File: config.mk
export PLATFORM = sky130hd
export DESIGN_NAME = jk_bank_flat
export DESIGN_NICKNAME = d
export VERILOG_FILES = /design/src/rtl/jk_bank_if.sv /design/src/rtl/jk_bank.sv /design/src/flat_wrapper.sv
export SDC_FILE = /design/constraint.sdc
export NUM_CORES = 1
export LEC_CHECK = 0
export CAP_MARGIN = 10
export CORE_AREA = 3 3 40 42
export CTS_CLUSTER_SIZE = 12
export DETAILED_ROUTE_END_ITERATION = 7
export DIE_AREA = 0 0 43 45
export DONT_BUFFER_PORTS = 1
export PLACE_DENSITY = 0.3
export SYNTH_ARGS = -nofsm -noshare
export SYNTH_HDL_FRONTEND = slang
export SYNTH_SLANG_ARGS = --single-unit
File: constraint.sdc
create_clock -name CLK -period 2.85 [get_ports CLK]
set_input_delay 0.57 -clock CLK [delete_from_list [all_inputs] [get_ports CLK]]
set_output_delay 0.57 -clock CLK [all_outputs]
set_load 0.01 [all_outputs]
File: src/rtl/jk_bank_if.sv
// Bundle of per-channel controls and outputs for jk_bank.
// Defining JK_BANK_PRESET_EN adds the per-channel preset signal PRE_CH.
interface jk_bank_if #(
    parameter int unsigned WIDTH = 2
);
    logic [WIDTH-1:0] CLR_CH;
    logic [WIDTH-1:0] J;
    logic [WIDTH-1:0] K;
    logic [1:0]       MODE;
    logic             CE;
    logic             LD;
    logic [WIDTH-1:0] D;
    logic [WIDTH-1:0] Q;
    logic [WIDTH-1:0] Q_bar;
    logic             TC;
`ifdef JK_BANK_PRESET_EN
    logic [WIDTH-1:0] PRE_CH;
`endif

    modport master (
`ifdef JK_BANK_PRESET_EN
        output PRE_CH,
`endif
        output CLR_CH, J, K, MODE, CE, LD, D,
        input  Q, Q_bar, TC
    );

    modport slave (
`ifdef JK_BANK_PRESET_EN
        input  PRE_CH,
`endif
        input  CLR_CH, J, K, MODE, CE, LD, D,
        output Q, Q_bar, TC
    );
endinterface

File: src/rtl/jk_bank.sv
// Bank of WIDTH JK flip-flops that can also run as an up/down counter with parallel load.
// Defining JK_BANK_PRESET_EN enables the per-channel preset PRE_CH.
module jk_bank #(
    parameter int unsigned      WIDTH       = 2,
    parameter logic [WIDTH-1:0] RESET_VALUE = '0
) (
    input  logic       CLK,
    input  logic       CLR,
    jk_bank_if.slave   bus
);
    localparam logic [1:0] ModeJk   = 2'b00;
    localparam logic [1:0] ModeUp   = 2'b01;
    localparam logic [1:0] ModeDown = 2'b10;

    logic [WIDTH-1:0] q_q;
    logic [WIDTH-1:0] q_d;

    always_comb begin
        q_d = q_q;
        if (bus.LD) begin
            q_d = bus.D;
        end else if (bus.CE) begin
            case (bus.MODE)
                ModeJk:   q_d = (bus.J & ~q_q) | (~bus.K & q_q);
                ModeUp:   q_d = q_q + WIDTH'(1);
                ModeDown: q_d = q_q - WIDTH'(1);
                default:  q_d = q_q;
            endcase
        end
`ifdef JK_BANK_PRESET_EN
        q_d = q_d | bus.PRE_CH;
`endif
        // Clear is applied last so it wins over preset, load and counting.
        q_d = q_d & ~bus.CLR_CH;
    end

    always_ff @(posedge CLK) begin
        if (CLR) begin
            q_q <= RESET_VALUE;
        end else begin
            q_q <= q_d;
        end
    end

    assign bus.Q     = q_q;
    assign bus.Q_bar = ~q_q;
    assign bus.TC    = bus.CE & (((bus.MODE == ModeUp) & (&q_q)) |
                                 ((bus.MODE == ModeDown) & ~(|q_q)));
endmodule

File: src/flat_wrapper.sv
// flat-port wrapper written by rule: the top's interface ports become plain ports
module jk_bank_flat 
#(
    parameter int unsigned      WIDTH       = 2,
    parameter logic [WIDTH-1:0] RESET_VALUE = '0
)
  (CLK, CLR, bus_CLR_CH, bus_J, bus_K, bus_MODE, bus_CE, bus_LD, bus_D, bus_Q, bus_Q_bar, bus_TC);
  jk_bank_if #(.WIDTH(WIDTH)) bus_i ();
  input  logic CLK;
  input  logic CLR;
  input wire logic [$bits(bus_i.CLR_CH)-1:0] bus_CLR_CH;
  input wire logic [$bits(bus_i.J)-1:0] bus_J;
  input wire logic [$bits(bus_i.K)-1:0] bus_K;
  input wire logic [$bits(bus_i.MODE)-1:0] bus_MODE;
  input wire logic [$bits(bus_i.CE)-1:0] bus_CE;
  input wire logic [$bits(bus_i.LD)-1:0] bus_LD;
  input wire logic [$bits(bus_i.D)-1:0] bus_D;
  output wire logic [$bits(bus_i.Q)-1:0] bus_Q;
  output wire logic [$bits(bus_i.Q_bar)-1:0] bus_Q_bar;
  output wire logic [$bits(bus_i.TC)-1:0] bus_TC;
  assign bus_i.CLR_CH = bus_CLR_CH;
  assign bus_i.J = bus_J;
  assign bus_i.K = bus_K;
  assign bus_i.MODE = bus_MODE;
  assign bus_i.CE = bus_CE;
  assign bus_i.LD = bus_LD;
  assign bus_i.D = bus_D;
  assign bus_Q = bus_i.Q;
  assign bus_Q_bar = bus_i.Q_bar;
  assign bus_TC = bus_i.TC;
  jk_bank #(.WIDTH(WIDTH), .RESET_VALUE(RESET_VALUE)) u_core (.CLK(CLK), .CLR(CLR), .bus(bus_i));
endmodule
### Word-level counts from Yosys, hierarchy flattened

Cells that the tools add are included.

| operators by class | value |
|---|---|
| $lt $le $gt $ge | 0 |
| div/mod/pow operators | 0 |
| reduce and logical (&&, ||, !) cells | 3 |
| add/sub/neg operators | 2 |
| eq/ne operators | 2 |
| bitwise gates (word level) | 12 |
| shift operators | 0 |
| $mul | 0 |
| muxes and demuxes | 3 |

Operators by type and width:

| kind | count |
|---|---|
| $and 2x2->2 | 3 |
| $not 2->2 | 3 |
| $pmux 2 s3 | 1 |
| $mux 2 | 2 |
| $and 1x1->1 | 3 |
| $add 2x1->2 const B | 1 |
| $eq 2x1->1 const B | 1 |
| $eq 2x2->1 const B | 1 |
| $logic_not 2->1 | 1 |
| $or 2x2->2 | 1 |
| $reduce_and 2->1 | 1 |
| $reduce_or 2->1 | 1 |
| $sub 2x1->2 const B | 1 |
| $not 1->1 | 1 |
| $or 1x1->1 | 1 |

| storage, ports and cells | value |
|---|---|
| memories | 0 |
| memory bits (writable) | 0 |
| word-level logic and storage cells | 23 |
| input bits | 14 |
| bits in latches | 0 |
| memory bits (read-only) | 0 |
| flip-flop bits (word level) | 2 |

### Depth between registers and ports, before layout

Gate-level depths: netlist of the first run.

| logic depth | value |
|---|---|
| depth in word-level cells | 7 |
| depth in mapped cells | 6 |

### Worst setup path before layout of the first run

Ideal clock, no wire load.

| timing | value |
|---|---|
| path kind | input-to-output |
| start point | input port bus_MODE[0] |
| end point | output port bus_TC |
| path slack | 1,102 ps |
| arrival time | 1,178 ps |
| cell stages on the path | 4 |
| required time | 2,280 ps |
| path through | inv_1 > ha_1 > nand3_1 > a21boi_0 |

| on the way | value |
|---|---|
| longest elaborated chain between the ends | 4 |
| elaborated cells on any way between the ends | 6 |
| those cells by class | eq/ne (2); bitwise (4) |

RTL lines:

| element | line | source |
|---|---|---|
| start, declared | flat_wrapper.sv:14 | `input wire logic [$bits(bus_i.MODE)-1:0] bus_MODE;` |
| $eq 2x1->1 or $eq 2x2->1 (tied branches) | jk_bank.sv:47, jk_bank.sv:48 |  |
| $and 1x1->1 (on tied branches) | jk_bank.sv:47, jk_bank.sv:48 |  |
| $or 1x1->1 (*) | jk_bank.sv:47 | `assign bus.TC = bus.CE & (((bus.MODE == ModeUp) & (&q_q)) \|` |
| $and 1x1->1 (*) | jk_bank.sv:47 |  |
| end, declared | flat_wrapper.sv:20 | `output wire logic [$bits(bus_i.TC)-1:0] bus_TC;` |

Mark *: on every way between the ends. The rest lies on a longest branch, timed or not.

### Worst setup path in the final report of the first run

Same ends and word-level chain as after synthesis.

==> flow_summary_export.csv, run 1 <==
group,metric,value,unit
power,switching_power,29.79,uW
critical_path,start_kind,"input pin",
run,maxCapViolCount,0,
logic_synthesis,synth_nets,50,
floorplan,rows,13,
hold_path,hold_end,"u_core.bus.Q[0]$_SDFF_PP0_",
critical_path,r2r-end,"u_core.bus.Q[0]$_SDFF_PP0_",
detailed_routing,vias,224,
detailed_routing,drtIter0Drc,2,
power,ir_drop,0.1108,mV
sta,fin_setup_tns,0,ps
clock_tree,cts_setup_buffers,0,
global_route,grt_pass1_vias,226,
critical_path,path_class,"input pin to output port",
clock_tree,cts-buffers-inserted,3,
logic_synthesis,ys_top_cells_by_area,"ha_1, dfxtp_1, xnor2_1",
detailed_routing,drt_first_pass_iters,2,
power,p_leak,0.0001168,uW
sta,fin_crit_sh,63.36,%
global_route,track_usage,6.478,%
global_route,antenna_found_initial,0,
finish,antenna_cells,0,
detailed_routing,antenna_left,0,
power,p_int,87.84,uW
floorplan,pin_count,19,
sta,worst_pin_slew,368.4,ps
logic_synthesis,synthesis.area,251.5,sq um
sta,hold_violations,0,
clock_tree,clk_pin_slew,30,ps
sta,finalSetupViolations,0,
sta,timing.final.ws_setup,1044,ps
clock_tree,cts_max_level,1,
sta,clock.fmax,553.8,MHz
power,p_sw_share,25.32,%
floorplan,die_w,43,um
detailed_routing,routed_wl,643,um
power,p_per_area,401.7,mW/mm^2
critical_path,crit_required,2280,ps
sta,slew_headroom,75.22,%
power,pwr-share-clk,50.8,%
placed_design,dp_hpwl,564.4,um
critical_path,arrival,1240,ps
placed_design,place.gp.congestion,0.6309,
finish,nets,55,
sta,min_period,1806,ps
critical_path,r2r_setup_slack,1620,ps
sta,rsz0062_at_grt,"no",
logic_synthesis,synth_top_area_cell,"ha_1",
logic_synthesis,synth_top_area_share,19.90,%
global_route,gr-total-overflow,0,
logic_synthesis,synth_cell_types,19,
clock_tree,post_cts_resized,0,
detailed_routing,drc,0,
hold_path,worstHoldPathType,"input pin to flop",
logic_synthesis,ys_seq_area_share,15.92,%
floorplan,dieArea,0.001935,sq mm
detailed_routing,wl_per_cell,12.86,um
clock_tree,clk_path_buf_depth,2,
logic_synthesis,yosys_warnings,0,
logic_synthesis,synthArstFlopShare,0,%
clock_tree,cts_sinks,2,
clock_tree,hold_buffers,0,
floorplan,fp.dieH,45,um
placed_design,pre_cts_slack,1026,ps
critical_path,ff2ff_path_depth,4,
sta,drv_slew,0,
logic_synthesis,synth_commonest_cells,"ha_1, inv_1",
floorplan,core,0.001285,sq mm
finish,area_delta_synth_final,16.42,%
finish,drive_above_1_share,20.00,%
hold_path,worstHoldStart,"CLR",
clock_tree,clk_latency,220,ps
critical_path,timing.rr.start,"u_core.bus.Q[0]$_SDFF_PP0_",
detailed_routing,viasPerCell,4.480,
run_status,outcome,"completed",
sta,fin_skew,0.6373,ps
logic_synthesis,syn_avg_cell_area,7.859,sq um
critical_path,endpoint_kind,"output port",
clock_tree,cts_tree,"built",
power,p_comb_share,21.0,%
power,seq_power_share,28.1,%
floorplan,start_util,19.57,%
global_route,grt_start_max_net_pins,8,
logic_synthesis,netlist_instances,32,
global_route,grt_pass1_wl,897,um
critical_path,crit_path_max_fanout,3,
hold_path,hold_depth,1,
logic_synthesis,synth-seq-cells,2,
logic_synthesis,synth_edf_count,0,
finish,largest_reg_flops,2,
critical_path,startpoint,"bus_MODE[0]",
logic_synthesis,ys.flop_type,"dfxtp_1",
clock_tree,cts_root_buf,"clkbuf_4",
placed_design,portBuffers,0,
## cells by family (layout without fill, tap and decap cells)
| logic type | after synthesis | in the layout | synth area share (%) |
|---|---|---|---|
| AND/OR/NAND/NOR | 11 | 11 | 24.38 |
| AO/OA/AOI/OAI | 8 | 8 | 25.37 |
| flip-flops | 2 | 2 | 15.92 |
| buffers and inverters | 5 | 8 | 7.460 |
| XOR/XNOR | 2 | 2 | 6.966 |
| adder cells (fa/ha/maj) | 4 | 4 | 19.90 |
## layout make-up
cell class	instances	area, sq um
tap	15	18.77
clock buffer	3	22.52
inverter	5	18.77
fill	145	992.2
sequential	2	40.04
multi-input combinational	25	192.7
## per-stage QoR
| step | cells | hold slack [ps] | total power, uW | instance area [sq um] | util, % |
|---|---|---|---|---|---|
| floorplan | 32 | 638.9 | 53.65 | 251.5 | - |
| global placement | 47 | 644.2 | 58.42 | 270.3 | 21.03 |
| detailed placement | 47 | 645.7 | 58.35 | 270.3 | 21.03 |
| CTS | 50 | 417.4 | 120.2 | 292.8 | 22.78 |
| global route | 50 | 419.6 | 123.7 | 292.8 | 22.78 |
| finish | 50 | 421.2 | 117.6 | 292.8 | 22.78 |
## cells in the final DEF, fill, tap and decap left out
master and n:
a2111oi_2 1, nor3_2 1, xnor2_1 2, clkbuf_4 3, a21oi_2 1, nand2b_1 2, nor3_1 2, a21boi_0 1
inv_2 1, nand2_1 2, inv_1 4, nand3_1 2, and2b_1 1, nor2_1 1, o21ai_0 1, a21oi_1 2
a2bb2oi_1 1, dfxtp_1 2, o32ai_1 1, ha_1 4
## power by group through the flow
stage               Clock, uW  Combinational, uW  Sequential [uW]
finish                   59.8               24.7             33.1
global route             62.8               27.7             33.2
detailed placement          0               24.9             33.5
CTS                      62.0               25.1             33.1
floorplan                   0               20.9             32.7
global placement            0               24.9             33.6
## worst max-delay path, cell delays in order
cell and delay (ps):
inv_1 60, ha_1 190, nand3_1 80, a21boi_0 340
## how the worst max path moves through the flow
stage | endpoint | slack [ps] | depth (start not counted)
finish | bus_TC | 1040 | 4
CTS | bus_TC | 1020 | 4
global route | bus_TC | 980 | 4
floorplan | bus_TC | 1100 | 4
detailed placement | bus_TC | 1030 | 4
global placement | bus_TC | 1020 | 4
## routing by layer
| metal | vias to the layer above | global-route usage [%] | wire, um |
|---|---|---|---|
| met3 | 0 | 3.984 | 66 |
| met5 | - | 0 | 0 |
| met1 | 99 | 5.981 | 250 |
| li1 | 116 | - | - |
| met4 | 0 | 3.614 | 0 |
| met2 | 9 | 11.08 | 326 |
Note: power is estimated with default switching activity, not from simulation.
==> inputs of run 2 (changes only) <==
==> constraint.sdc (replaced) <==
create_clock -name CLK -period 1.6 [get_ports CLK]
set_input_delay 0.32 -clock CLK [delete_from_list [all_inputs] [get_ports CLK]]
set_output_delay 0.32 -clock CLK [all_outputs]
set_load 0.01 [all_outputs]
==> run 2 against run 1 <==
Non-clock buffer count is 1 higher. Global-route usage is 0.41 points higher. Die area stayed put. Core utilization is 0.58 points higher. Routed wire length is 3.3% higher. Power is 79% higher. Largest cell class unchanged. Highest routed layer unchanged.
==> flow_summary_export.csv, run 2 (same netlist as run 1, synthesis figures left out) <==
group,metric,value,unit
run_status,outcome,"completed",
finish,mostFrequentLayoutCells,"inv_1, ha_1, clkbuf_4",
global_route,gr-total-overflow,0,
placed_design,place.gp.congestion,0.6326,
detailed_routing,antenna_left,0,
sta,rsz0062_at_grt,"no",
sta,slew_headroom,74.26,%
clock_tree,cts_max_level,1,
detailed_routing,vias,231,
critical_path,crit_chain,"inv_2 -> nand3_1 -> a21boi_0",
critical_path,crit_family,"flip-flops",
floorplan,core,0.001285,sq mm
detailed_routing,wl_per_cell,13.02,um
clock_tree,clk_path_buf_depth,2,
global_route,grt_pass1_vias,241,
floorplan,fp.dieH,45,um
detailed_routing,top_layer,"met3",
placed_design,pre_cts_slack,230.3,ps
global_route,track_usage,6.888,%
detailed_routing,wl_met3,71,um
run,maxCapViolCount,0,
finish,area_delta_synth_final,19.40,%
sta,timing.final.ws_setup,125.7,ps
detailed_routing,drt_first_pass_iters,2,
detailed_routing,drc,0,
sta,drv_slew,0,
finish,drive_above_1_share,22.22,%
global_route,antenna_found_initial,0,
sta,finalSetupViolations,0,
clock_tree,post_cts_resized,0,
floorplan,pin_count,19,
critical_path,endpoint_kind,"output port",
clock_tree,cts_root_buf,"clkbuf_4",
critical_path,crit_path_max_fanout,5,
clock_tree,hold_buffers,0,
floorplan,start_util,19.57,%
critical_path,path_buf_inv,1,
clock_tree,cts_tree,"built",
clock_tree,clk_latency,220,ps
floorplan,die_w,43,um
sta,clock.fmax,678.3,MHz
detailed_routing,drtIter0Drc,1,
critical_path,slowest_delay,380,ps
detailed_routing,wl_met2,351,um
clock_tree,cts_setup_buffers,0,
power,p_per_area,702.5,mW/mm^2
critical_path,arrival,1150,ps
detailed_routing,m1WireLength,241,um
sta,fin_skew,1.560,ps
detailed_routing,viasPerCell,4.529,
critical_path,start_kind,"flop",
critical_path,critPathSlowestCell,"dfxtp_1",
finish,antenna_cells,0,
floorplan,dieArea,0.001935,sq mm
floorplan,rows,13,
global_route,grt_start_max_net_pins,6,
power,ir_drop,0.2220,mV
clock_tree,cts-buffers-inserted,3,
detailed_routing,routed_wl,664,um
critical_path,crit_required,1280,ps
finish,largest_reg_flops,2,
sta,worst_pin_slew,382.6,ps
critical_path,path_class,"flop to output port",
power,p_leak,0.0001221,uW
sta,min_period,1474,ps
sta,fin_setup_tns,0,ps
hold_path,worstHoldPathType,"input pin to flop",
clock_tree,clk_pin_slew,30,ps
placed_design,portBuffers,0,
finish,fin_util,23.37,%
sta,fin_crit_sh,92.14,%
finish,fill_cells,147,
sta,hold_violations,0,
clock_tree,cts_sinks,2,
finish,nets,56,
global_route,grt_pass1_wl,993,um
## run 2: cell count changes in the layout (fill, tap and decap cells not counted), sizes merged
cell	before	now
buf	0	1
## run 2: path summary, 6_finish.rpt
kind | endpoint | start | depth (start not counted) | slack, ps
setup / recovery | bus_TC | u_core.bus.Q[0]$_SDFF_PP0_ | 3 | 130
hold / removal | u_core.bus.Q[0]$_SDFF_PP0_ | CLR | 1 | 170
setup reg to reg | u_core.bus.Q[0]$_SDFF_PP0_ | u_core.bus.Q[0]$_SDFF_PP0_ | 4 | 360
hold reg to reg | u_core.bus.Q[1]$_SDFF_PP0_ | u_core.bus.Q[1]$_SDFF_PP0_ | 3 | 790
## run 2: report_power, final
group | internal (uW) | switching, uW
Clock | 82.4 | 24.4
Combinational | 22.5 | 24.3
Sequential | 52.8 | 4.48
Total | 158 | 53.3
## run 2: layout make-up
class                   instances  area, sq um  share of cell area [%]
multi-input cells              25        192.7                   64.17
flip-flops and latches          2        40.04                   13.33
clock buffers                   3        22.52                   7.500
inverters                       5        18.77                   6.250
well taps                      15        18.77                   6.250
repair buffers                  1        7.507                   2.500
## run 2: stage by stage
stage	hold slack, ps	instance area [sq um]	power (uW)	std cells
6_report	174.1	300.3	210.9	51
5_1_grt	170.7	300.3	223.3	51
3_3_place_gp	394.8	277.8	105.5	48
4_1_cts	170.4	300.3	216.4	51
3_5_place_dp	398.6	277.8	105.2	48
2_1_floorplan	388.9	251.5	95.57	32
## run 2: layer usage
metal / global-route usage [%] / vias to the layer above
met5: 0 / -
met4: 3.614 / 0
met3: 3.984 / 0
met2: 11.08 / 8
met1: 7.160 / 105
li1: - / 118
